===== src/rtl/lock_table_mgr.sv =====
// -----------------------------------------------------------------------------
// lock_table_mgr
//
// Lock table for the Picos/HWR command path (HWR ID 0x15). Accelerators send
// lock (0x04) and unlock (0x06) commands naming a lock id. The block keeps up
// to NUM_LOCKS entries {valid, lock_id, owner} and answers with ACK words
// (0x01 ok, 0x00 reject) routed back to the requester.
//
// Ports:
//   clk, rstn                 clock, asynchronous active-low reset
//   cmd_tvalid/tready/tdata   command stream; tdata[7:0] code,
//                             tdata[8 +: LOCK_ID_BITS] lock id
//   cmd_tid                   requester accelerator id
//   ack_tvalid/tready/tdata   ACK stream; tdata is 0x00 or 0x01
//   ack_tdest                 requester id echoed with the ACK
//   locks_held                number of valid table entries
//   err_sticky                set on any illegal command until reset
//
// state     | meaning
// ----------+-----------------------------------------------------------
// ST_IDLE   | ready for a command (cmd_tready=1), capture it on handshake
// ST_LOOKUP | one cycle: match lock id, update table, decide on an ACK
// ST_RESP   | hold ACK valid/data/dest stable until ack_tready
// -----------------------------------------------------------------------------
module lock_table_mgr #(
  parameter int unsigned NUM_LOCKS    = 4,
  parameter int unsigned LOCK_ID_BITS = 8,
  parameter int unsigned ACCID_BITS   = 8,
  parameter bit          UNLOCK_ACK   = 1'b0,
  localparam int unsigned CNT_W       = $clog2(NUM_LOCKS + 1)
) (
  input  logic                    clk,
  input  logic                    rstn,
  input  logic                    cmd_tvalid,
  output logic                    cmd_tready,
  input  logic [63:0]             cmd_tdata,
  input  logic [ACCID_BITS-1:0]   cmd_tid,
  output logic                    ack_tvalid,
  input  logic                    ack_tready,
  output logic [63:0]             ack_tdata,
  output logic [ACCID_BITS-1:0]   ack_tdest,
  output logic [CNT_W-1:0]        locks_held,
  output logic                    err_sticky
);

  localparam logic [7:0] CODE_LOCK   = 8'h04;
  localparam logic [7:0] CODE_UNLOCK = 8'h06;

  typedef enum logic [1:0] {
    ST_IDLE,
    ST_LOOKUP,
    ST_RESP
  } state_t;

  state_t                  state_q, state_d;
  logic [7:0]              cmd_code_q, cmd_code_d;
  logic [LOCK_ID_BITS-1:0] cmd_id_q, cmd_id_d;
  logic [ACCID_BITS-1:0]   cmd_tid_q, cmd_tid_d;

  logic [NUM_LOCKS-1:0]    ent_valid_q, ent_valid_d;
  logic [LOCK_ID_BITS-1:0] ent_id_q    [NUM_LOCKS];
  logic [LOCK_ID_BITS-1:0] ent_id_d    [NUM_LOCKS];
  logic [ACCID_BITS-1:0]   ent_owner_q [NUM_LOCKS];
  logic [ACCID_BITS-1:0]   ent_owner_d [NUM_LOCKS];

  logic                    cmd_tready_q, cmd_tready_d;
  logic                    ack_tvalid_q, ack_tvalid_d;
  logic                    ack_ok_q, ack_ok_d;
  logic [ACCID_BITS-1:0]   ack_tdest_q, ack_tdest_d;
  logic [CNT_W-1:0]        locks_held_q, locks_held_d;
  logic                    err_sticky_q, err_sticky_d;

  logic [NUM_LOCKS-1:0]    hit_vec;
  logic [NUM_LOCKS-1:0]    own_vec;
  logic [NUM_LOCKS-1:0]    free_oh;
  logic                    free_found;
  logic                    id_hit;
  logic                    owner_ok;
  logic                    table_full;
  logic                    ack_due;

  // Only the lock-id field takes part in matching; the rest is ignored.
  logic unused_tdata;
  assign unused_tdata = ^cmd_tdata[63:8+LOCK_ID_BITS];

  function automatic logic [CNT_W-1:0] popcount(input logic [NUM_LOCKS-1:0] v);
    logic [CNT_W-1:0] n;
    n = '0;
    for (int i = 0; i < NUM_LOCKS; i++) begin
      n = n + CNT_W'(v[i]);
    end
    return n;
  endfunction

  // Parallel compare over valid entries. Ids are unique in the table, so at
  // most one bit of hit_vec is set.
  always_comb begin
    hit_vec = '0;
    own_vec = '0;
    for (int i = 0; i < NUM_LOCKS; i++) begin
      hit_vec[i] = ent_valid_q[i] && (ent_id_q[i] == cmd_id_q);
      own_vec[i] = (ent_owner_q[i] == cmd_tid_q);
    end
  end

  // One-hot of the lowest-index invalid entry.
  always_comb begin
    free_oh    = '0;
    free_found = 1'b0;
    for (int i = 0; i < NUM_LOCKS; i++) begin
      if (!ent_valid_q[i] && !free_found) begin
        free_oh[i] = 1'b1;
        free_found = 1'b1;
      end
    end
  end

  assign id_hit     = |hit_vec;
  assign owner_ok   = |(hit_vec & own_vec);
  assign table_full = ~free_found;

  always_comb begin
    state_d      = state_q;
    cmd_code_d   = cmd_code_q;
    cmd_id_d     = cmd_id_q;
    cmd_tid_d    = cmd_tid_q;
    ent_valid_d  = ent_valid_q;
    ent_id_d     = ent_id_q;
    ent_owner_d  = ent_owner_q;
    cmd_tready_d = cmd_tready_q;
    ack_tvalid_d = ack_tvalid_q;
    ack_ok_d     = ack_ok_q;
    ack_tdest_d  = ack_tdest_q;
    err_sticky_d = err_sticky_q;
    ack_due      = 1'b0;

    case (state_q)
      ST_IDLE: begin
        cmd_tready_d = 1'b1;
        if (cmd_tvalid && cmd_tready_q) begin
          cmd_code_d   = cmd_tdata[7:0];
          cmd_id_d     = cmd_tdata[8 +: LOCK_ID_BITS];
          cmd_tid_d    = cmd_tid;
          cmd_tready_d = 1'b0;
          state_d      = ST_LOOKUP;
        end
      end

      ST_LOOKUP: begin
        case (cmd_code_q)
          CODE_LOCK: begin
            ack_due  = 1'b1;
            ack_ok_d = 1'b0;
            // A held id is rejected even when the requester already owns it.
            if (!id_hit && !table_full) begin
              ent_valid_d = ent_valid_q | free_oh;
              for (int i = 0; i < NUM_LOCKS; i++) begin
                if (free_oh[i]) begin
                  ent_id_d[i]    = cmd_id_q;
                  ent_owner_d[i] = cmd_tid_q;
                end
              end
              ack_ok_d = 1'b1;
            end
          end
          CODE_UNLOCK: begin
            ack_due  = UNLOCK_ACK;
            ack_ok_d = 1'b0;
            if (owner_ok) begin
              ent_valid_d = ent_valid_q & ~hit_vec;
              ack_ok_d    = 1'b1;
            end else begin
              err_sticky_d = 1'b1;
            end
          end
          default: begin
            err_sticky_d = 1'b1;
          end
        endcase

        if (ack_due) begin
          ack_tdest_d  = cmd_tid_q;
          ack_tvalid_d = 1'b1;
          cmd_tready_d = 1'b0;
          state_d      = ST_RESP;
        end else begin
          cmd_tready_d = 1'b1;
          state_d      = ST_IDLE;
        end
      end

      ST_RESP: begin
        // Intake stays closed while the ACK is backpressured.
        if (ack_tready) begin
          ack_tvalid_d = 1'b0;
          cmd_tready_d = 1'b1;
          state_d      = ST_IDLE;
        end
      end

      default: begin
        state_d      = ST_IDLE;
        ack_tvalid_d = 1'b0;
        cmd_tready_d = 1'b0;
      end
    endcase

    locks_held_d = popcount(ent_valid_d);
  end

  always_ff @(posedge clk or negedge rstn) begin
    if (!rstn) begin
      state_q      <= ST_IDLE;
      cmd_code_q   <= '0;
      cmd_id_q     <= '0;
      cmd_tid_q    <= '0;
      ent_valid_q  <= '0;
      for (int i = 0; i < NUM_LOCKS; i++) begin
        ent_id_q[i]    <= '0;
        ent_owner_q[i] <= '0;
      end
      cmd_tready_q <= 1'b0;
      ack_tvalid_q <= 1'b0;
      ack_ok_q     <= 1'b0;
      ack_tdest_q  <= '0;
      locks_held_q <= '0;
      err_sticky_q <= 1'b0;
    end else begin
      state_q      <= state_d;
      cmd_code_q   <= cmd_code_d;
      cmd_id_q     <= cmd_id_d;
      cmd_tid_q    <= cmd_tid_d;
      ent_valid_q  <= ent_valid_d;
      for (int i = 0; i < NUM_LOCKS; i++) begin
        ent_id_q[i]    <= ent_id_d[i];
        ent_owner_q[i] <= ent_owner_d[i];
      end
      cmd_tready_q <= cmd_tready_d;
      ack_tvalid_q <= ack_tvalid_d;
      ack_ok_q     <= ack_ok_d;
      ack_tdest_q  <= ack_tdest_d;
      locks_held_q <= locks_held_d;
      err_sticky_q <= err_sticky_d;
    end
  end

  assign cmd_tready = cmd_tready_q;
  assign ack_tvalid = ack_tvalid_q;
  assign ack_tdata  = {63'd0, ack_ok_q};
  assign ack_tdest  = ack_tdest_q;
  assign locks_held = locks_held_q;
  assign err_sticky = err_sticky_q;

endmodule


===== config.mk =====
export PLATFORM = sky130hd
export DESIGN_NAME = lock_table_mgr
export DESIGN_NICKNAME = d
export VERILOG_FILES = /design/src/rtl/lock_table_mgr.sv
export SDC_FILE = /design/constraint.sdc
export NUM_CORES = 1
export LEC_CHECK = 0
export BUFFER_PORTS_ARGS = -buffer_cell sky130_fd_sc_hd__buf_2
export CAP_MARGIN = 20
export CORE_MARGIN = 4
export CORE_UTILIZATION = 35
export DETAILED_ROUTE_END_ITERATION = 8
export HOLD_SLACK_MARGIN = 0.08
export SLEW_MARGIN = 20
export SYNTH_ARGS = -nofsm -noshare
export SYNTH_HDL_FRONTEND = slang
export SYNTH_SLANG_ARGS = --single-unit

===== constraint.sdc =====
create_clock -name clk -period 3.83 [get_ports clk]
set_input_delay 0.766 -clock clk [delete_from_list [all_inputs] [get_ports clk]]
set_output_delay 0.766 -clock clk [all_outputs]
set_load 0.03 [all_outputs]

# ---- Word-level counts from Yosys, hierarchy flattened
# Index checks and enable logic that the tools add are counted.
# W data, S select, Z words.
dict set report word_totals {
  ff_bits 109
  latchBits 0
  ramBits 0
  rom_bits 0
  in_bits 76
  out_inout_bits 78
  n_memories 0
}
dict set report classes {
  n_addsub 3
  n_mul 0
  div_mod_pow 0
  n_lt_le_gt_ge 0
  eq_ne 16
  n_shift 0
  n_mux 29
  bitwise 7
  n_reduce_logical 29
}
# op count
set ops {}
lappend ops {{$eq A8 B8 Y1} 8}
lappend ops {{$mux W1} 17}
lappend ops {{$eq A8 B3 Y1 const B} 2}
lappend ops {{$reduce_and A4 Y1} 4}
lappend ops {{$mux W4} 3}
lappend ops {{$logic_and A1 B1 Y1} 9}
lappend ops {{$and A4 B4 Y4} 2}
lappend ops {{$ne A2 B2 Y1 const B} 4}
lappend ops {{$pmux W4 S2} 1}
lappend ops {{$reduce_and A2 Y1} 4}
lappend ops {{$reduce_or A4 Y1} 2}
lappend ops {{$logic_not A1 Y1} 6}
lappend ops {{$mux W2} 3}
lappend ops {{$pmux W1 S3} 2}
lappend ops {{$pmux W2 S3} 1}
lappend ops {{$reduce_and A3 Y1} 2}
lappend ops {{$not A4 Y4} 1}
lappend ops {{$or A4 B4 Y4} 1}
lappend ops {{$pmux W1 S2} 2}
lappend ops {{$add A2 B1 Y3} 1}
lappend ops {{$add A3 B1 Y3} 1}
lappend ops {{$not A1 Y1} 3}
lappend ops {{$add A1 B1 Y2} 1}
lappend ops {{$eq A2 B1 Y1 const B} 1}
lappend ops {{other kinds (3)} 3}

# ---- Longest topological paths before layout
# Gate-level depths: netlist of the first run.
dict set report logic_depth {
  word_depth 16
  ltp_mapped 11
  mapped_depth_nobuf 10
}

# ---- Worst setup path before layout of the first run
# OpenSTA, ideal clock, no wires.
dict set report synth_path {
  kind {flip-flop to flip-flop}
  startpoint {reg cmd_id_q[6]}
  endpoint {reg locks_held_q[1], in the netlist locks_held[1]}
  setup_ns 0.126
  arrival_time_ns 2.756
  t_required_ns 3.704
  setup_slack_ns 0.948
  stages_incl_launch_ff 12
  period_less_slack_ns 2.882
  path_cell_list {dfrtp_1 buf_4 xnor2_1 nand4_1 or4_1 o22ai_1 o2111ai_1 a22oi_1 fa_1 inv_1 ha_1 ha_1}
}
dict set report synth_between {
  elab_chain_len 11
}
# element line_no
set synth_rtl {}
lappend synth_rtl {{from (decl)} 57} ;# logic [LOCK_ID_BITS-1:0] cmd_id_q, cmd_id_d;
lappend synth_rtl {{from (signal assigned)} 231} ;# cmd_id_q <= cmd_id_d;
lappend synth_rtl {{$eq A8 B8 Y1} 101} ;# hit_vec[i] = ent_valid_q[i] && (ent_id_q[i] == cmd_id_q);
lappend synth_rtl {{$logic_and A1 B1 Y1} 101}
lappend synth_rtl {{$reduce_or A4 Y1} 118} ;# assign id_hit = |hit_vec;
lappend synth_rtl {{$logic_not A1 Y1} 155} ;# if (!id_hit && !table_full) begin
lappend synth_rtl {{$logic_and A1 B1 Y1} 155}
lappend synth_rtl {{$mux W4} 155}
lappend synth_rtl {{$pmux W4 S2 *} 150} ;# case (cmd_code_q)
lappend synth_rtl {{$mux W4 *} 137} ;# case (state_q)
lappend synth_rtl {{$add A1 B1 Y2} 90} ;# n = n + CNT_W'(v[i]);
lappend synth_rtl {{$add A2 B1 Y3} 90}
lappend synth_rtl {{$add A3 B1 Y3 *} 90}
lappend synth_rtl {{via locks_held_d[1]} 70} ;# logic [CNT_W-1:0] locks_held_q, locks_held_d;
lappend synth_rtl {{to (signal assigned)} 242} ;# locks_held_q <= locks_held_d;
lappend synth_rtl {{to (decl)} 70}
# The timed path passes the listed nets; every way through them passes the cells marked *.
# A chain may end at the register's enable or synchronous reset.

# ---- Worst setup path in the final report of the first run
dict set report layout_path {
  startpoint {reg cmd_id_q[4]}
  endpoint {reg locks_held_q[1], in the netlist locks_held[1]}
}
# Same word-level chain as after synthesis.

==> impl_metrics.env, run 1 <==
export IMPL_ys_types=45
export IMPL_p_per_area_nw_per_um2=493
export IMPL_hold_viol=0
export IMPL_yosysMostFrequentCell="dfrtp_1"
export IMPL_hold_buffers=0
export IMPL_root_buffer="clkbuf_16"
export IMPL_synth_main_ff_cell="dfrtp_1"
export IMPL_crit_path_max_fanout=9
export IMPL_rsz0062_at_grt="no"
export IMPL_syn_area_per_cell_um2=12.1
export IMPL_die_y_um=135
export IMPL_num_antenna_cells=0
export IMPL_syn_area_um2=5640
export IMPL_peakVddDrop_mv=0.197
export IMPL_slew_violations=0
export IMPL_postCtsSetupBuffers=0
export IMPL_grt_pass1_vias=3126
export IMPL_synth_edf_count=0
export IMPL_synth_common_cells="dfrtp_1, mux2_2, buf_4, xor2_1, nand2_1"
export IMPL_core_area_um2=15800
export IMPL_vias=3184
export IMPL_max_slew_margin_pct=37.5
export IMPL_utilization_pct=38.6
export IMPL_clock_skew_ns=0.00528
export IMPL_routed_via_density=4.42
export IMPL_synth_seq_cells=109
export IMPL_gp_congestion=0.804
export IMPL_yosysWarnings=0
export IMPL_timing_setup_tns_ns=0
export IMPL_yosysTopAreaCellShare_pct=48.3
export IMPL_ys_seq_area_share_pct=48.3
export IMPL_drc_errors=0
export IMPL_worstMarginPinSlew_ns=0.933
export IMPL_setup_violations=0
export IMPL_maxCapViolCount=0
export IMPL_ios=154
export IMPL_port_buffers=42
export IMPL_clock_sinks=109
export IMPL_drt_iter0_drc=130
export IMPL_p_total_mw=3.02
export IMPL_grt_ovfl_total=0
export IMPL_num_rows=46
export IMPL_start_util_pct=35.7
export IMPL_cp_data_required_time_ns=4.06
export IMPL_cts_tree="yes"
export IMPL_run_status="finished clean"
export IMPL_clk_pin_slew_ns=0.07
export IMPL_hpwl_mm=7.00
export IMPL_grt_max_degree=110
export IMPL_die_x_um=135
export IMPL_pre_cts_ws_ns=0.499
export IMPL_cts_buffer_depth=2
export IMPL_period_share_pct=88.4
export IMPL_synthTopCellsByArea="dfrtp_1, mux2_2, buf_4"
export IMPL_worstPathArrival_ns=3.62
export IMPL_crit_path_end_kind="flip-flop"
export IMPL_dieArea_um2=18200
export IMPL_grt_pass1_wl_mm=16.4
export IMPL_clk_latency_ns=0.35
export IMPL_cts_repair_resized=0
export IMPL_drtAntennaViolNets=0
export IMPL_worst_hold_path_type="primary input to async pin"
export IMPL_leakagePower_nw=3.11
export IMPL_syn_inst=468
export IMPL_setup_slack_ns=0.444
export IMPL_area_delta_synth_final_pct=8.34
export IMPL_synth_top_cell_by_area="dfrtp_1"
export IMPL_drt_total_wl_mm=9.95
export IMPL_htree_levels=3
export IMPL_fmax_ghz=0.295
export IMPL_routedWlPerCell_um=13.8
export IMPL_start_kind="flip-flop"
export IMPL_async_flop_share_pct=100
export IMPL_antenna_found_initial=0
export IMPL_r2r_slack_ns=0.44
export IMPL_nets=579
export IMPL_layout_drive_gt1_share_pct=32.1
export IMPL_critical_path_class="flip-flop to flip-flop"
export IMPL_cts_buffers=9
export IMPL_min_period_ns=3.39
export IMPL_grt_usage_pct=11.5
export IMPL_firstDrtPassIters=4
==> layer usage <==
layer / vias to the layer above / track usage [%] / routed length, um
li1: 1527 / - / -
met2: 88 / 18.9 / 4770
met3: 10 / 3.02 / 560
met5: - / 0 / 0
met1: 1559 / 14.7 / 4470
met4: 0 / 3.70 / 147
==> critical path, stage by stage (launching register included) <==
cell and delay [ns]:
dfrtp_1 0.51, xor2_1 0.22, nor4_1 0.60, nand3_1 0.25
o22ai_1 0.31, o2111ai_1 0.22, a22oi_1 0.28, fa_1 0.45
inv_1 0.07, ha_1 0.14, ha_1 0.22
==> cells by family (layout without fill, tap and decap cells) <==
group	Yosys count	in the layout	synth area share (%)
adders and majority gates	3	3	0.798
xor gates and xnor gates	64	64	9.93
DFF	109	109	48.3
muxes	88	88	18.2
and+or+nand+nor	89	89	8.63
other	1	63	0.0665
AOI/OAI and AO/OA	19	19	2.51
buffers and inverters	95	70	11.5
==> layout make-up <==
class | count | area (um2)
sequential | 109 | 2730
clock inverter | 6 | 86.3
multi-input combinational | 326 | 2500
clock buffer | 10 | 229
timing repair buffer | 49 | 278
inverter | 5 | 18.8
tap | 216 | 270
fill | 1524 | 9710
==> state kept, by name, indices dropped and copies added, names as in the netlist <==
name and flops:
ack_tvalid 1, state_q 2, ent_owner_q 32, ent_id_q 32, cmd_tready 1, cmd_tid_q 8
locks_held 3, ent_valid_q 4, ack_tdest 8, cmd_code_q 8, cmd_id_q 8, err_sticky 1
ack_ok_q 1
==> where the power goes <==
group          internal, mW  leakage [nW]  total, mW  switching [mW]
clock network         0.573         0.153      0.978           0.405
registers              1.27          1.45       1.48           0.210
logic                 0.242          1.51      0.555           0.313
total                  2.09          3.11       3.02           0.928
==> cells in the final DEF (no fill, tap or decap), drive strengths merged, types with 3 or more instances in the layout <==
cell type,n
dfrtp,109
mux2,88
clkbuf,10
nor2,14
nand4,3
conb,63
xor2,56
buf,49
nor3,7
nand3,3
a21oi,3
xnor2,8
inv,6
nand2,39
nor4,16
==> through the flow <==
step	hold slack, ns	cells	area (um2)
global placement	0.457	705	5800
global route	0.496	721	6110
finish	0.434	721	6110
CTS	0.478	721	6110
detailed placement	0.461	705	5800
floorplan	0.470	530	5880
==> worst paths after layout <==
path,from,cells after the start,endpoint
max,cmd_id_q[4],10,locks_held[1]
min,rstn,2,cmd_id_q[4]
max reg2reg,cmd_id_q[4],10,locks_held[1]
min reg2reg,ack_tdest[2],2,ack_tdest[2]
max in group asynchronous,rstn,2,ack_tdest[5]
min in group clk,ack_tdest[2],2,ack_tdest[2]
No activity file was read; power rests on OpenSTA's default activity.
==> run 2: changes to the inputs <==
==> constraint.sdc (replaced) <==
create_clock -name clk -period 3.83 [get_ports clk]
set_input_delay 0.5745 -clock clk [delete_from_list [all_inputs] [get_ports clk]]
set_output_delay 0.5745 -clock clk [all_outputs]
set_load 0.03 [all_outputs]
==> impl_metrics.env, run 2 (synthesized netlist as in run 1, its figures left out) <==
export IMPL_final_common_cell="dfrtp_1"
export IMPL_setup_violations=0
export IMPL_dieArea_um2=18200
export IMPL_antenna_found_initial=0
export IMPL_run_status="finished clean"
export IMPL_rr_worst_depth=10
export IMPL_crit_path_max_fanout=9
export IMPL_cts_repair_resized=0
export IMPL_worst_hold_path_type="primary input to async pin"
export IMPL_maxCapViolCount=0
export IMPL_worstPathArrival_ns=3.61
export IMPL_vias=3212
export IMPL_hold_viol=0
export IMPL_gp_congestion=0.810
export IMPL_timing_setup_tns_ns=0
export IMPL_regToRegEndpoint="locks_held[1]"
export IMPL_start_util_pct=35.7
export IMPL_slew_violations=0
export IMPL_p_per_area_nw_per_um2=485
export IMPL_slowest_stage="nor4_1"
export IMPL_timing_rr_start="cmd_id_q[5]"
export IMPL_die_y_um=135
export IMPL_peakVddDrop_mv=0.250
export IMPL_drt_iter0_drc=146
export IMPL_fillCellCount=1529
export IMPL_cts_buffer_depth=2
export IMPL_port_buffers=42
export IMPL_area_delta_synth_final_pct=7.78
export IMPL_drc_errors=0
export IMPL_root_buffer="clkbuf_16"
export IMPL_cp_data_required_time_ns=4.05
export IMPL_crit_path_end_kind="flip-flop"
export IMPL_clk_latency_ns=0.34
export IMPL_reg_largest_list="ent_id_q: 32 flops, ent_owner_q: 32 flops"
export IMPL_routedWlPerCell_um=14.0
export IMPL_clock_sinks=109
export IMPL_crit_path_cell_trace="xor2_1, nor4_1, nand3_1, o22ai_1, o2111ai_1, a22oi_1, fa_1, inv_1, ha_1, ha_1"
export IMPL_drt_total_wl_mm=10.1
export IMPL_nets=578
export IMPL_p_total_mw=2.95
export IMPL_period_share_pct=88.3
export IMPL_clock_skew_ns=0.00751
export IMPL_max_stage_delay_ns=0.60
export IMPL_min_period_ns=3.38
export IMPL_htree_levels=3
export IMPL_fmax_ghz=0.296
export IMPL_max_slew_margin_pct=45.8
export IMPL_clk_pin_slew_ns=0.07
export IMPL_num_rows=46
export IMPL_cts_buffers=9
export IMPL_r2r_slack_ns=0.45
export IMPL_grt_ovfl_total=0
export IMPL_cts_tree="yes"
export IMPL_leakagePower_nw=3.10
export IMPL_layout_drive_gt1_share_pct=31.8
export IMPL_grt_pass1_vias=3244
export IMPL_hold_buffers=0
export IMPL_critical_path_class="flip-flop to flip-flop"
export IMPL_num_antenna_cells=0
export IMPL_cp_common_cell="ha_1"
export IMPL_hpwl_mm=7.16
export IMPL_die_x_um=135
export IMPL_start_kind="flip-flop"
export IMPL_postCtsSetupBuffers=0
export IMPL_grt_pass1_wl_mm=16.4
export IMPL_grt_max_degree=110
export IMPL_core_area_um2=15800
export IMPL_worstMarginPinSlew_ns=0.808
export IMPL_routed_via_density=4.47
export IMPL_layout_common_cells="dfrtp_1, mux2_2, conb_1"
export IMPL_firstDrtPassIters=6
export IMPL_drtAntennaViolNets=0
export IMPL_rsz0062_at_grt="no"
export IMPL_grt_usage_pct=11.3
export IMPL_ios=154
run 2: power by group:
part / internal [mW] / total (mW) / switching [mW]
Combinational: 0.239 / 0.545 / 0.306
Sequential: 1.27 / 1.49 / 0.218
Clock: 0.520 / 0.913 / 0.392
run 2: cell type report:
class	instances	area [um2]	share of cell area [%]
Clock buffer	11	243	3.99
Clock inverter	4	48.8	0.802
Inverter	5	18.8	0.309
Multi-Input combinational cell	326	2500	41.2
Sequential cell	109	2730	44.8
Tap cell	216	270	4.44
Timing Repair Buffer	48	270	4.44
run 2: critical path: cells and delay by family (launching register included):
family / cells / cell delay [ns]
buf+inv: 1 / 0.07
xor+xnor: 1 / 0.21
compound gates: 3 / 0.83
fa+ha+maj: 3 / 0.81
flops: 1 / 0.50
simple gates: 2 / 0.85
run 2: per-stage QoR:
step                      instance area, um2  instances  worst slack [ns]  hold WS [ns]  utilization (%)
after CTS                               6080        719             0.471         0.332             38.4
final                                   6080        719             0.446         0.291             38.4
after global placement                  5790        704             0.511         0.456             36.6
after floorplan                         5880        530             0.948         0.279                -
after detailed placement                5790        704             0.503         0.461             36.6
after global routing                    6080        719             0.194         0.310             38.4
run 2: per-layer routing:
metal	share of wire, %	track usage [%]	up-vias
li1	-	-	1515
met5	0	0	-
met3	6.0	2.72	9
met4	1.2	3.02	0
met1	44	14.3	1591
met2	49	19.4	97
run 2: how the worst max path moves through the flow:
stage,startpoint,endpoint,slack [ns],depth (start not counted)
global route,cmd_id_q[4],locks_held[1],0.19,10
floorplan,cmd_id_q[6],locks_held[1],0.95,11
detailed placement,cmd_id_q[5],locks_held[1],0.50,10
global placement,cmd_id_q[5],locks_held[1],0.51,10
finish,cmd_id_q[5],locks_held[1],0.45,10
CTS,cmd_id_q[5],locks_held[1],0.47,10
